$ cat src/rtl/i2c_arbiter.sv
// Round-robin arbiter sharing one i2c_master among NUM_REQ requesters.
// The master is held in reset while idle and released for exactly one transaction per grant.
module i2c_arbiter #(
    parameter int NUM_REQ = 2,
    parameter int TIMEOUT = 8192
) (
    input  logic                    clk,
    input  logic                    reset,
    input  logic [NUM_REQ-1:0]      req_valid,
    input  logic [7*NUM_REQ-1:0]    req_addr,
    input  logic [32*NUM_REQ-1:0]   req_wdata,
    input  logic [4*NUM_REQ-1:0]    req_mask,
    input  logic [NUM_REQ-1:0]      req_write,
    output logic [NUM_REQ-1:0]      req_done,
    output logic                    req_err,
    output logic [31:0]             req_rdata,
    output logic                    m_reset,
    output logic [6:0]              m_device_addr,
    output logic [3:0]              m_mask,
    output logic [31:0]             m_data_in,
    output logic                    m_write,
    input  logic                    m_busy,
    input  logic [31:0]             m_data_out
);

    localparam int GW = (NUM_REQ > 1) ? $clog2(NUM_REQ) : 1;
    localparam int TW = (TIMEOUT > 1) ? $clog2(TIMEOUT) : 1;

    localparam logic [1:0] IDLE      = 2'd0;
    localparam logic [1:0] WAIT_BUSY = 2'd1;
    localparam logic [1:0] WAIT_DONE = 2'd2;
    localparam logic [1:0] COMPLETE  = 2'd3;

    logic [1:0]               state;
    logic [GW-1:0]            ptr;
    logic [GW-1:0]            grant;
    logic [GW-1:0]            pick;
    logic                     found;
    logic [TW-1:0]            timer;
    logic                     tmo;
    logic [NUM_REQ-1:0]       grant_oh;
    logic [31:0]              rdata_masked;

    logic [NUM_REQ-1:0][6:0]  addr_v;
    logic [NUM_REQ-1:0][31:0] wdata_v;
    logic [NUM_REQ-1:0][3:0]  mask_v;

    assign addr_v  = req_addr;
    assign wdata_v = req_wdata;
    assign mask_v  = req_mask;

    function automatic logic [GW-1:0] wrap_idx(input logic [GW-1:0] base, input int k);
        int s;
        s = int'(base) + k;
        if (s >= NUM_REQ) s = s - NUM_REQ;
        return GW'(s);
    endfunction

    // Search starts just after the last grant, so the previous winner is considered last.
    always_comb begin
        pick  = '0;
        found = 1'b0;
        for (int k = 1; k <= NUM_REQ; k++) begin
            if (!found && req_valid[wrap_idx(ptr, k)]) begin
                found = 1'b1;
                pick  = wrap_idx(ptr, k);
            end
        end
    end

    always_comb begin
        rdata_masked = '0;
        for (int b = 0; b < 4; b++)
            if (m_mask[b]) rdata_masked[8*b +: 8] = m_data_out[8*b +: 8];
    end

    assign grant_oh = NUM_REQ'(1) << grant;
    assign tmo      = (timer == TW'(TIMEOUT - 1));

    always_ff @(posedge clk or negedge reset) begin
        if (!reset) begin
            state         <= IDLE;
            ptr           <= GW'(NUM_REQ - 1);
            grant         <= '0;
            timer         <= '0;
            m_reset       <= 1'b1;
            m_device_addr <= '0;
            m_mask        <= '0;
            m_data_in     <= '0;
            m_write       <= 1'b0;
            req_done      <= '0;
            req_err       <= 1'b0;
            req_rdata     <= '0;
        end else begin
            req_done <= '0;
            req_err  <= 1'b0;
            case (state)
                IDLE: begin
                    m_reset <= 1'b1;
                    if (found) begin
                        m_device_addr <= addr_v[pick];
                        m_data_in     <= wdata_v[pick];
                        m_mask        <= mask_v[pick];
                        m_write       <= req_write[pick];
                        grant         <= pick;
                        ptr           <= pick;
                        timer         <= '0;
                        m_reset       <= 1'b0;
                        state         <= WAIT_BUSY;
                    end
                end
                // Master reports busy=0 while still in its reset state, so wait for it to start first.
                WAIT_BUSY: begin
                    timer <= timer + 1'b1;
                    if (tmo) begin
                        req_done  <= grant_oh;
                        req_err   <= 1'b1;
                        req_rdata <= '0;
                        m_reset   <= 1'b1;
                        state     <= COMPLETE;
                    end else if (m_busy) begin
                        state <= WAIT_DONE;
                    end
                end
                WAIT_DONE: begin
                    timer <= timer + 1'b1;
                    if (!m_busy) begin
                        req_done  <= grant_oh;
                        req_rdata <= m_write ? 32'd0 : rdata_masked;
                        m_reset   <= 1'b1;
                        state     <= COMPLETE;
                    end else if (tmo) begin
                        req_done  <= grant_oh;
                        req_err   <= 1'b1;
                        req_rdata <= '0;
                        m_reset   <= 1'b1;
                        state     <= COMPLETE;
                    end
                end
                // Done is visible this cycle; the following IDLE cycle keeps the master in reset.
                COMPLETE: begin
                    m_reset <= 1'b1;
                    state   <= IDLE;
                end
                default: state <= IDLE;
            endcase
        end
    end

endmodule

$ cat config.mk
export PLATFORM = sky130hd
export DESIGN_NAME = i2c_arbiter
export DESIGN_NICKNAME = d
export VERILOG_FILES = /design/src/rtl/i2c_arbiter.sv
export SDC_FILE = /design/constraint.sdc
export NUM_CORES = 1
export LEC_CHECK = 0
export CORE_ASPECT_RATIO = 0.5
export CORE_MARGIN = 2
export CORE_UTILIZATION = 38
export CTS_BUF_LIST = sky130_fd_sc_hd__clkbuf_8
export DETAILED_ROUTE_END_ITERATION = 7
export PLACE_DENSITY = 0.79
export SLEW_MARGIN = 20
export SYNTH_ARGS = -nofsm -noshare
export SYNTH_HDL_FRONTEND = slang
export SYNTH_SLANG_ARGS = --single-unit
export TNS_END_PERCENT = 10
$ cat constraint.sdc
create_clock -name clk -period 1.9 [get_ports clk]
set_input_delay 0.38 -clock clk [delete_from_list [all_inputs] [get_ports clk]]
set_output_delay 0.38 -clock clk [all_outputs]
set_load 0.05 [all_outputs]
# ---- Word-level counts from Yosys, hierarchy flattened
# Cells that the tools add are included.
dict set report totals {
  ff_bits 97
  in_bits 125
  output_inout_bits 80
  word_cells 83
}
dict set report classes {
  magnitude_cmp 5
  mux 44
  n_reduce_logical 9
  addsub 5
  n_eq_ne 7
  shift 1
}
# operator n
set ops {}
lappend ops {{32-bit 2-to-1 mux} 5}
lappend ops {{32-bit case mux with 2 select lines} 1}
lappend ops {{8-bit 2-to-1 mux} 4}
lappend ops {{13-bit case mux with 2 select lines} 1}
lappend ops {{1-bit 2-to-1 mux} 17}
lappend ops {{2-bit 2-to-1 mux} 7}
lappend ops {{7-bit 2-to-1 mux} 2}
lappend ops {{13-bit by 1-bit adder with 13-bit output (second input constant)} 1}
lappend ops {{13-bit equality test (second input constant)} 1}
lappend ops {{13-bit 2-to-1 mux} 1}
lappend ops {{4-bit 2-to-1 mux} 2}
lappend ops {{2-bit case mux with 4 select lines} 1}
lappend ops {{1-bit by 2-bit less-than comparator with 1-bit output (second input constant)} 3}
lappend ops {{3-bit inequality test (second input constant)} 2}
lappend ops {{2-bit equality test (second input constant)} 2}
lappend ops {{1-bit case mux with 4 select lines} 1}
lappend ops {{2-bit case mux with 2 select lines} 1}
lappend ops {{2-bit AND reduction} 2}
lappend ops {{2-bit nonzero test} 2}
lappend ops {{1-bit by 2-bit adder with 3-bit output (second input constant)} 1}
lappend ops {{3-bit by 2-bit greater-or-equal comparator with 1-bit output (second input constant)} 1}
lappend ops {{3-bit AND reduction} 1}
lappend ops {{1-bit by 1-bit adder with 2-bit output (second input constant)} 1}
lappend ops {{2-bit by 1-bit equality test with 1-bit output (second input constant)} 1}
lappend ops {{9 further kinds} 10}

# ---- Longest topological paths before layout
# Gate-level depths: netlist of run 1.
dict set report depth {
  ltp_word 11
  mapped_depth 8
}

# ---- Worst setup path after synthesis of run 1
# OpenSTA, ideal clock, no wires.
dict set report synth_timing {
  path_type {reg2reg}
  from {reg state[0]}
  to {reg timer[11]}
  setup_slack_ns -0.207
  period_less_slack_ns 2.107
  arrival_time_ns 2.041
  stages_incl_launch_ff 8
  setup_ns 0.066
  n_path_buf 1
  cell_sequence {dfrtp_1 > inv_1 > ha_1 > clkbuf_1 > nor3b_1 > or4_1 > or4_1 > nand2_1}
}
dict set report synth_between {
  elab_chain_cells 4
  elab_cells_between_ends 8
  cone_classes {3 x eq/ne; 1 x mux; 4 x reduce/logical}
}
# element line
set synth_lines {}
lappend synth_lines {{start: declaration} 34} ;# logic [1:0] state;
lappend synth_lines {{start signal: assignment} 82} ;# state <= IDLE;
lappend synth_lines {{start signal: assignment} 109} ;# state <= WAIT_BUSY;
lappend synth_lines {{start signal: assignment} 120} ;# state <= COMPLETE;
lappend synth_lines {{2-bit equality test / 2-bit by 1-bit equality test with 1-bit output (equally long branches)} 97} ;# case (state)
lappend synth_lines {{2-bit OR reduction (no source line)} n/a}
lappend synth_lines {{2-bit nonzero test (no source line)} n/a}
lappend synth_lines {{2-bit AND reduction (no source line)} n/a}
lappend synth_lines {{end signal: assignment} 114} ;# timer <= timer + 1'b1;
lappend synth_lines {{end signal: assignment} 126} ;# timer <= timer + 1'b1;
lappend synth_lines {{end: declaration} 39} ;# logic [TW-1:0] timer;
# Parallel ways exist; a longest one is shown, timed or not.
# A chain may end at the register's enable or synchronous reset.

# ---- Worst setup path in the final report of run 1
dict set report layout_timing {
  from {reg timer[1]}
  to {reg req_rdata[28]}
}
dict set report layout_between {
  elab_chain_cells 4
}
# element line
set layout_lines {}
lappend layout_lines {{13-bit equality test *} 78} ;# assign tmo = (timer == TW'(TIMEOUT - 1));
lappend layout_lines {{32-bit 2-to-1 mux *} n/a}
lappend layout_lines {{32-bit 2-to-1 mux} n/a}
lappend layout_lines {{32-bit case mux with 2 select lines *} n/a}
lappend layout_lines {{end signal: assignment} 129} ;# req_rdata <= m_write ? 32'd0 : rdata_masked;
lappend layout_lines {{end: declaration} 16} ;# output logic [31:0] req_rdata,
# Mark *: on every way between the ends. The rest lies on a longest branch, timed or not.

==> flow_summary_export.csv, run 1 <==
group,metric,value,unit
status,status,"finished with violations",
status,violations,"setup timing",
sta,max_freq,521,MHz
power_and_ir_drop,power_density,1590,mW/mm²
clocking,cts-root-buf,"clkbuf_8",
final_layout,num-fill-cells,943,
drt,drc,0,
sta,setup_tns,-0.101,ns
sta,grt_setup_unrepaired,"true",
critical_path,startpoint_type,"flop",
critical_path,path_class,"flop to flop",
clocking,cts.clk_slew.worst_paths,0.11,ns
synth,synth_top_area_share,55.3,%
critical_path,cp_max_fo,34,
worst_hold_path,holdPathStages,2,
power_and_ir_drop,pwr-share-clk,12.2,%
floorplan,die_h,79.2,µm
place,port_buffers,204,
synth,synth_fa_ha_area_share,1.75,%
final_layout,antennaDiodeCount,0,
clocking,clockBufferDepth,2,
drt,drt-total-wl,12200,µm
worst_hold_path,hold_path_end,"m_data_in[8]",
critical_path,timing.rr.end,"req_rdata[28]",
power_and_ir_drop,vdd_drop_max,1.00,mV
sta,hold_viol,0,
synth,ys_seq_area_share,56.5,%
critical_path,r2r_start,"timer[1]",
floorplan,die-area,0.0122,mm²
global_routing,grt_pass1_vias,3679,
global_routing,grt_pass1_wl,18900,µm
synth,postSynthAreaPerCell,11.3,µm²
worst_hold_path,min_path_type,"flop to flop",
synth,yosysMostFrequentCell,"dfrtp_1",
clocking,clock_latency,0.38,ns
sta,setup_ws,-0.0205,ns
critical_path,rr_worst_depth,6,
drt,wire_per_inst,16.0,µm
place,place.gp.congestion,0.815,
synth,synth_area_leaders,"dfrtp_1 55%, mux2i_1 11%, a22o_1 7.1%",
critical_path,critPathArrivalTime,2.18,ns
clocking,cts_tree,"done",
drt,vias_per_cell,4.87,
final_layout,drive_above_1_share,19.7,%
sta,fin_crit_sh,101,%
global_routing,grt_usage,19.8,%
synth,async_reset_ff_share,100,%
floorplan,io_pins,205,
sta,tightest_slew,0.555,ns
synth,synth_compound_gate_area_share,15.5,%
final_layout,regArea,0.00243,mm²
place,hpwl,9390,µm
sta,finClkSkew,0.0157,ns
synth,synthTopCellsByCount,"95 x dfrtp_1, 52 x nand2_1, 51 x o21ai_0, 47 x mux2i_1, 35 x a22o_1",
power_and_ir_drop,switching_share,48.9,%
global_routing,grt_max_degree,53,
synth,synth_edf_count,0,
global_routing,antenna_found_initial,0,
run,maxCapViolCount,0,
power_and_ir_drop,combPwrFrac,57.2,%
floorplan,design.core.area,0.0110,mm²
sta,final-setup-viol-count,10,
synth,synth_flop_cell,"dfrtp_1",
power_and_ir_drop,p_sw,5.35,mW
clocking,htree_levels,3,
power_and_ir_drop,leakage,3.28,nW
synth,synth_nets,512,
synth,synth_top_family_by_area,"compound AO/OA/AOI/OAI gates",
drt,vias,3694,
final_layout,synthToLayoutAreaGrowth,59.8,%
final_layout,fin_area,0.00687,mm²
global_routing,grt_overflow_total,0,
floorplan,rows,27,
sta,fin_crit,1.92,ns
floorplan,die_w,154,µm
final_layout,multi_input_area,0.00180,mm²
synth,ys_ff_latch,97,
worst_hold_path,hold_start,"m_data_in[8]",
final_layout,final_nets,740,
synth,synth.distinct_cells,39,
sta,relSlewSlack,62.6,%
drt,first_iter_violations,188,
clocking,numCtsBuffers,9,
synth,yosys.area_share.simple,10.2,%
synth,yosysWarnings,0,
power_and_ir_drop,p_int,5.60,mW
drt,ant_nets,0,
place,placed_cell_area,0.00666,mm²
clocking,cts.sinks,97,
critical_path,crit_required,2.16,ns
drt,dr.pass1.iters,4,
critical_path,cp-end-kind,"flop",
synth,synthMuxAreaShare,11.5,%
synth,synthXorXnorAreaFrac,1.22,%
power_and_ir_drop,p_seq_share,30.6,%
synth,synth_area_leader_cell,"dfrtp_1",
synth,synth_area,0.00430,mm²
floorplan,start_util,39.0,%
sta,slew_viol_final,0,
synth,netlist_instances,381,
critical_path,rrSetupSlack,-0.02,ns
## flip-flops by register name, indices dropped and copies added, names as in the netlist
| name | count |
|---|---|
| m_device_addr | 7 |
| m_write | 1 |
| timer | 13 |
| m_mask | 4 |
| req_done | 2 |
| m_reset | 1 |
| req_err | 1 |
| grant | 1 |
| req_rdata | 32 |
| ptr | 1 |
| state | 2 |
| m_data_in | 32 |
## worst max-delay path, cell delays in order, from the launching register on
cell,delay [ns]
dfrtp_1,0.38
ha_2,0.19
nand3_2,0.09
or4_4,0.50
a21bo_1,0.21
buf_12,0.17
a22o_1,0.24
## cells in the final DEF, fill, tap and decap left out, types with 3 or more instances in the layout
cell               n
buf_12             6
nor2_1            10
nor4_1             3
clkdlybuf4s50_1  123
nand2_1           52
dfrtp_1           95
ha_1               4
o21ai_0           50
nor3_1             5
dlygate4sd2_1     36
a22o_1            35
clkbuf_8           9
and2_2             3
mux2i_1           47
buf_4             77
a21oi_1            4
xnor2_1            5
## per-layer routing
layer	global-route usage [%]	wire [µm]	share of wire, %
met1	24.4	5080	42
met2	35.6	6380	52
met3	4.04	516	4.2
met4	6.02	202	1.7
met5	0	0	0
## worst max-delay path by stage
stage / endpoint / slack, ns / cells past startpoint / startpoint
finish: req_rdata[28] / -0.02 / 6 / timer[1]
global placement: timer[12] / -0.13 / 6 / req_valid[1]
floorplan: req_rdata[10] / -0.16 / 8 / timer[0]
global route: req_rdata[31] / -0.08 / 6 / timer[1]
detailed placement: timer[12] / -0.25 / 6 / req_valid[1]
CTS: req_rdata[28] / -0.003 / 6 / timer[1]
## cells by family after synthesis
| family | after synthesis |
|---|---|
| xor gates and xnor gates | 6 |
| buffers and inverters | 29 |
| AOI/OAI and AO/OA | 101 |
| DFF | 97 |
| adders and majority gates | 6 |
| and+or+nand+nor | 93 |
| muxes | 49 |
## layout make-up
class	instances	share of cell area (%)
Multi-Input combinational cell	255	26.2
Sequential cell	97	35.4
Tap cell	145	2.64
Inverter	3	0.164
Clock inverter	7	1.06
Clock buffer	9	1.80
Timing Repair Buffer	243	32.8
## through the flow
stage	power, mW	hold slack [ns]	util [%]	setup slack [ns]	instances
2_1_floorplan	7.34	0.0844	-	-0.163	381
3_3_place_gp	9.61	0.393	60.5	-0.134	740
3_5_place_dp	9.76	0.404	60.5	-0.250	740
4_1_cts	11.0	0.486	62.1	-0.00309	758
5_1_grt	11.5	0.516	62.4	-0.0752	759
6_report	10.9	0.485	62.4	-0.0205	759
## power by group through the flow
| stage | registers, mW | logic [mW] | clock network [mW] |
|---|---|---|---|
| CTS | 3.35 | 6.24 | 1.38 |
| finish | 3.35 | 6.26 | 1.33 |
| floorplan | 5.66 | 1.69 | 0 |
| detailed placement | 3.39 | 6.38 | 0 |
| global route | 3.45 | 6.64 | 1.44 |
| global placement | 3.36 | 6.25 | 0 |
## what timing repair did
| item | in CTS | in global routing |
|---|---|---|
| setup endpoints to repair | 72 | 41 |
| hold buffers | 1 | 0 |
| pin swaps | 1 | 6 |
| setup buffers | 1 | 1 |
| hold endpoints to repair | 31 | 0 |
| resized for setup | 39 | 7 |
Power figures use the tool's default switching activity.
==> inputs of run 2 (changes only) <==
PLACE_DENSITY = 0.78   (was 0.79)
==> flow_summary_export.csv, run 2 (synthesis gave the netlist of run 1 again) <==
group,metric,value,unit
drt,ant_nets,0,
place,port_buffers,204,
global_routing,grt_pass1_wl,18500,µm
sta,final-setup-viol-count,7,
floorplan,design.core.area,0.0110,mm²
floorplan,rows,27,
critical_path,startpoint_type,"flop",
floorplan,die_h,79.2,µm
clocking,cts_tree,"done",
clocking,cts.clk_slew.worst_paths,0.11,ns
final_layout,reg_top3,"m_data_in x32, req_rdata x32, timer x13",
place,place_worst_setup_slack,-0.203,ns
drt,dr.pass1.iters,4,
clocking,numCtsBuffers,9,
final_layout,drive_above_1_share,20.4,%
critical_path,r2r_start,"timer[1]",
drt,drc,0,
sta,relSlewSlack,65.7,%
final_layout,num-fill-cells,950,
sta,slew_viol_final,0,
clocking,cts.sinks,97,
floorplan,die_w,154,µm
run,maxCapViolCount,0,
worst_hold_path,min_path_type,"input port to asynchronous set/reset pin",
final_layout,final_nets,745,
sta,fin_crit_sh,101,%
power_and_ir_drop,vdd_drop_max,0.911,mV
sta,finClkSkew,0.0157,ns
global_routing,grt_pass1_vias,3636,
drt,wire_per_inst,15.7,µm
sta,hold_viol,0,
sta,setup_ws,-0.0165,ns
floorplan,die-area,0.0122,mm²
sta,tightest_slew,0.517,ns
critical_path,cp_max_fo,34,
drt,vias,3712,
final_layout,finish.utilization,62.6,%
critical_path,critPathArrivalTime,2.17,ns
sta,max_freq,522,MHz
critical_path,path_class,"flop to flop",
status,status,"finished with violations",
clocking,clockBufferDepth,2,
status,violations,"setup timing",
final_layout,final_common_cell,"clkdlybuf4s50_1",
clocking,htree_levels,3,
floorplan,io_pins,205,
place,hpwl,9380,µm
global_routing,grt_usage,19.3,%
power_and_ir_drop,leakage,3.29,nW
drt,drt-total-wl,12000,µm
final_layout,final_cells,764,
final_layout,regArea,0.00243,mm²
critical_path,crit_path_start,"timer[1]",
critical_path,cp-end-kind,"flop",
sta,fin_crit,1.92,ns
critical_path,crit_required,2.15,ns
final_layout,multi_input_area,0.00180,mm²
floorplan,start_util,39.0,%
global_routing,antenna_found_initial,0,
final_layout,mostFrequentLayoutCells,"123 x clkdlybuf4s50_1, 95 x dfrtp_1, 82 x buf_4",
power_and_ir_drop,total_power,11.0,mW
sta,grt_setup_unrepaired,"true",
global_routing,grt_max_degree,40,
global_routing,grt_overflow_total,0,
place,place.gp.congestion,0.779,
clocking,clock_latency,0.37,ns
sta,setup_tns,-0.0597,ns
drt,first_iter_violations,144,
clocking,cts-root-buf,"clkbuf_8",
drt,vias_per_cell,4.86,
power_and_ir_drop,power_density,1590,mW/mm²
place,dp_cells,744,
final_layout,synthToLayoutAreaGrowth,60.2,%
final_layout,antennaDiodeCount,0,
==> run 2: cell count changes in the layout (fill, tap and decap cells not counted), sizes merged <==
cell / before / now
buf: 83 / 87
clkinvlp: 1 / 2
inv: 6 / 8
clkinv: 3 / 0
dlygate4sd2: 36 / 37
==> run 2: routing by layer <==
layer  part of all wire [%]  up-vias  track usage (%)
li1                       -     1837                -
met1                     43     1753             24.5
met2                     50      109             33.2
met3                    4.6       13             5.24
met4                    1.4        0             5.00
met5                      0        -                0
==> run 2: final timing paths <==
| path | end | slack (ns) | cells after the start |
|---|---|---|---|
| worst min register to register | m_data_in[27] | 0.49 | 2 |
| max in group asynchronous | req_rdata[2] | 0.87 | 3 |
| worst min-delay path | timer[12] | 0.45 | 2 |
| worst max register to register | req_rdata[30] | -0.02 | 6 |
| min in group clk | m_data_in[27] | 0.49 | 2 |
| worst max-delay path | req_rdata[30] | -0.02 | 6 |
==> run 2: final cells by class <==
| type | count | share of cell area (%) |
|---|---|---|
| Timing Repair Buffer | 248 | 33.1 |
| Clock inverter | 7 | 0.854 |
| Clock buffer | 9 | 1.80 |
| Multi-Input combinational cell | 255 | 26.2 |
| Inverter | 3 | 0.163 |
| Sequential cell | 97 | 35.3 |
| Tap cell | 145 | 2.63 |
==> run 2: where the power goes <==
| group | switching, mW | internal, mW | total [mW] |
|---|---|---|---|
| Sequential | 0.486 | 2.88 | 3.36 |
| Combinational | 4.06 | 2.26 | 6.32 |
| Clock | 0.777 | 0.500 | 1.28 |
==> run 2: repair_timing <==
item	CTS	global route
buffers inserted	1	2
endpoints found under the setup margin	72	36
hold buffers	1	0
resized for setup	43	6
pin swaps	2	26
endpoints found under the hold margin	20	0
==> run 2: stage by stage <==
| stage | hold slack (ns) | instance area [µm²] |
|---|---|---|
| floorplan | 0.0844 | 4320 |
| CTS | 0.443 | 6850 |
| finish | 0.449 | 6890 |
| detailed placement | 0.310 | 6680 |
| global route | 0.465 | 6890 |
| global placement | 0.307 | 6680 |
==> run 2: worst max-delay path: stages (launching register included) <==
cell and delay (ns):
dfrtp_1 0.38, ha_2 0.20, nand3_2 0.09, or4_4 0.50
a21bo_1 0.21, buf_12 0.17, a22o_1 0.24
==> inputs of run 3 (changes only) <==
CELL_PAD_IN_SITES_DETAIL_PLACEMENT = 1   (was default)
CELL_PAD_IN_SITES_GLOBAL_PLACEMENT = 1   (was default)
CORE_UTILIZATION = 28   (was 38)
PLACE_DENSITY = default   (was 0.78)
PLACE_DENSITY_LB_ADDON = 0.1   (was default)
==> flow_summary_export.csv, run 3 (synthesis gave the netlist of run 1 again) <==
group,metric,value,unit
run,maxCapViolCount,0,
sta,tightest_slew,0.508,ns
drt,vias_per_cell,4.65,
place,port_buffers,204,
global_routing,grt_max_degree,45,
drt,drc,0,
sta,setup_ws,-0.0181,ns
sta,hold_viol,0,
status,violations,"setup timing",
sta,whs,0.472,ns
critical_path,startpoint_type,"flop",
power_and_ir_drop,total_power,11.1,mW
drt,wire_per_inst,16.1,µm
final_layout,finish.utilization,47.6,%
sta,final-setup-viol-count,19,
floorplan,rows,31,
floorplan,design.core.area,0.0147,mm²
critical_path,cp-end-kind,"flop",
floorplan,io_pins,205,
power_and_ir_drop,power_density,1590,mW/mm²
final_layout,final_common_cell,"clkdlybuf4s50_1",
global_routing,grt_pass1_wl,20700,µm
final_layout,final_nets,745,
critical_path,rrSetupSlack,-0.02,ns
clocking,cts.clk_slew.worst_paths,0.10,ns
worst_hold_path,min_path_type,"input port to asynchronous set/reset pin",
final_layout,antennaDiodeCount,0,
final_layout,synthToLayoutAreaGrowth,63.1,%
global_routing,grt_usage,16.1,%
floorplan,die_w,179,µm
global_routing,grt_overflow_total,0,
critical_path,path_class,"flop to flop",
clocking,cts_tree,"done",
floorplan,die_h,91.6,µm
power_and_ir_drop,vdd_drop_max,0.492,mV
clocking,cts.sinks,97,
floorplan,start_util,29.2,%
global_routing,antenna_found_initial,0,
sta,max_freq,521,MHz
status,status,"finished with violations",
drt,ant_nets,0,
clocking,clockBufferDepth,2,
clocking,clock_latency,0.36,ns
place,place.gp.congestion,0.756,
critical_path,crit_required,2.16,ns
global_routing,grt_pass1_vias,3943,
place,hpwl,10200,µm
sta,fin_crit_sh,101,%
sta,fin_crit,1.92,ns
final_layout,reg_top3,"m_data_in x32, req_rdata x32, timer x13",
sta,grt_setup_unrepaired,"true",
place,place_worst_setup_slack,-0.231,ns
clocking,numCtsBuffers,9,
sta,finClkSkew,0.0119,ns
critical_path,cp_max_fo,34,
sta,slew_viol_final,0,
clocking,cts-root-buf,"clkbuf_8",
drt,first_iter_violations,119,
clocking,htree_levels,3,
power_and_ir_drop,leakage,3.34,nW
critical_path,critPathArrivalTime,2.18,ns
drt,dr.pass1.iters,4,
final_layout,fin_area,0.00702,mm²
final_layout,drive_above_1_share,21.0,%
drt,drt-total-wl,13200,µm
sta,relSlewSlack,66.3,%
final_layout,mostFrequentLayoutCells,"123 x clkdlybuf4s50_1, 95 x dfrtp_1, 84 x buf_4",
place,placed_cell_area,0.00676,mm²
drt,vias,3800,
floorplan,die-area,0.0164,mm²
-- run 3: cell count changes in the layout (fill, tap and decap cells not counted), sizes merged --
cell / previous run / this run
buf: 87 / 93
bufinv: 0 / 1
clkinv: 0 / 2
clkinvlp: 2 / 0
dlygate4sd2: 37 / 30
dlymetal6s2s: 0 / 1
inv: 8 / 7
-- run 3: final cells by class --
cell class	instances	area, µm²
well taps	198	248
clock inverters	7	81.3
repair buffers	248	2320
clock buffers	9	124
flip-flops and latches	97	2430
inverters	3	11.3
fillers	1610	7720
multi-input cells	255	1800
-- run 3: final timing paths --
kind | depth (start not counted) | start | to
max reg2reg | 6 | timer[0] | req_rdata[16]
min | 2 | reset | req_rdata[9]
max | 6 | timer[0] | req_rdata[16]
min reg2reg | 1 | grant | req_done[0]
min in group clk | 1 | grant | req_done[0]
max in group asynchronous | 3 | reset | m_data_in[9]
-- run 3: power breakdown --
group,switching (mW),total (mW),internal [mW]
sequential,0.460,3.34,2.88
clock,0.772,1.40,0.633
combinational,4.13,6.40,2.28
total,5.36,11.1,5.79
-- run 3: metal layers --
| layer | vias to the layer above | wire, µm | global-route usage, % |
|---|---|---|---|
| met1 | 1821 | 5810 | 20.0 |
| met4 | 0 | 100 | 3.16 |
| met3 | 7 | 1240 | 6.51 |
| li1 | 1835 | - | - |
| met2 | 137 | 6000 | 26.4 |
| met5 | - | 0 | 0 |
-- run 3: what timing repair did --
| item | CTS | global route |
|---|---|---|
| setup endpoints to repair | 69 | 43 |
| pin swaps | 2 | 11 |
| resized for setup | 36 | 9 |
| hold buffers | 1 | 0 |
| gates cloned | 0 | 0 |
| buffers inserted | 2 | 2 |
| endpoints found under the hold margin | 23 | 0 |
-- run 3: critical path: stages (launching register included) --
cell and delay, ns:
dfrtp_1 0.38, ha_2 0.20, nand3_2 0.09, or4_4 0.51, a21bo_1 0.21, buf_12 0.17, a22o_1 0.25
-- run 3: per-stage QoR --
stage | cells | setup TNS [ns]
after floorplan | 381 | -5.00
after global placement | 796 | -3.60
after detailed placement | 796 | -5.64
after CTS | 815 | -0.00398
after global routing | 817 | -2.41
final | 817 | -0.154
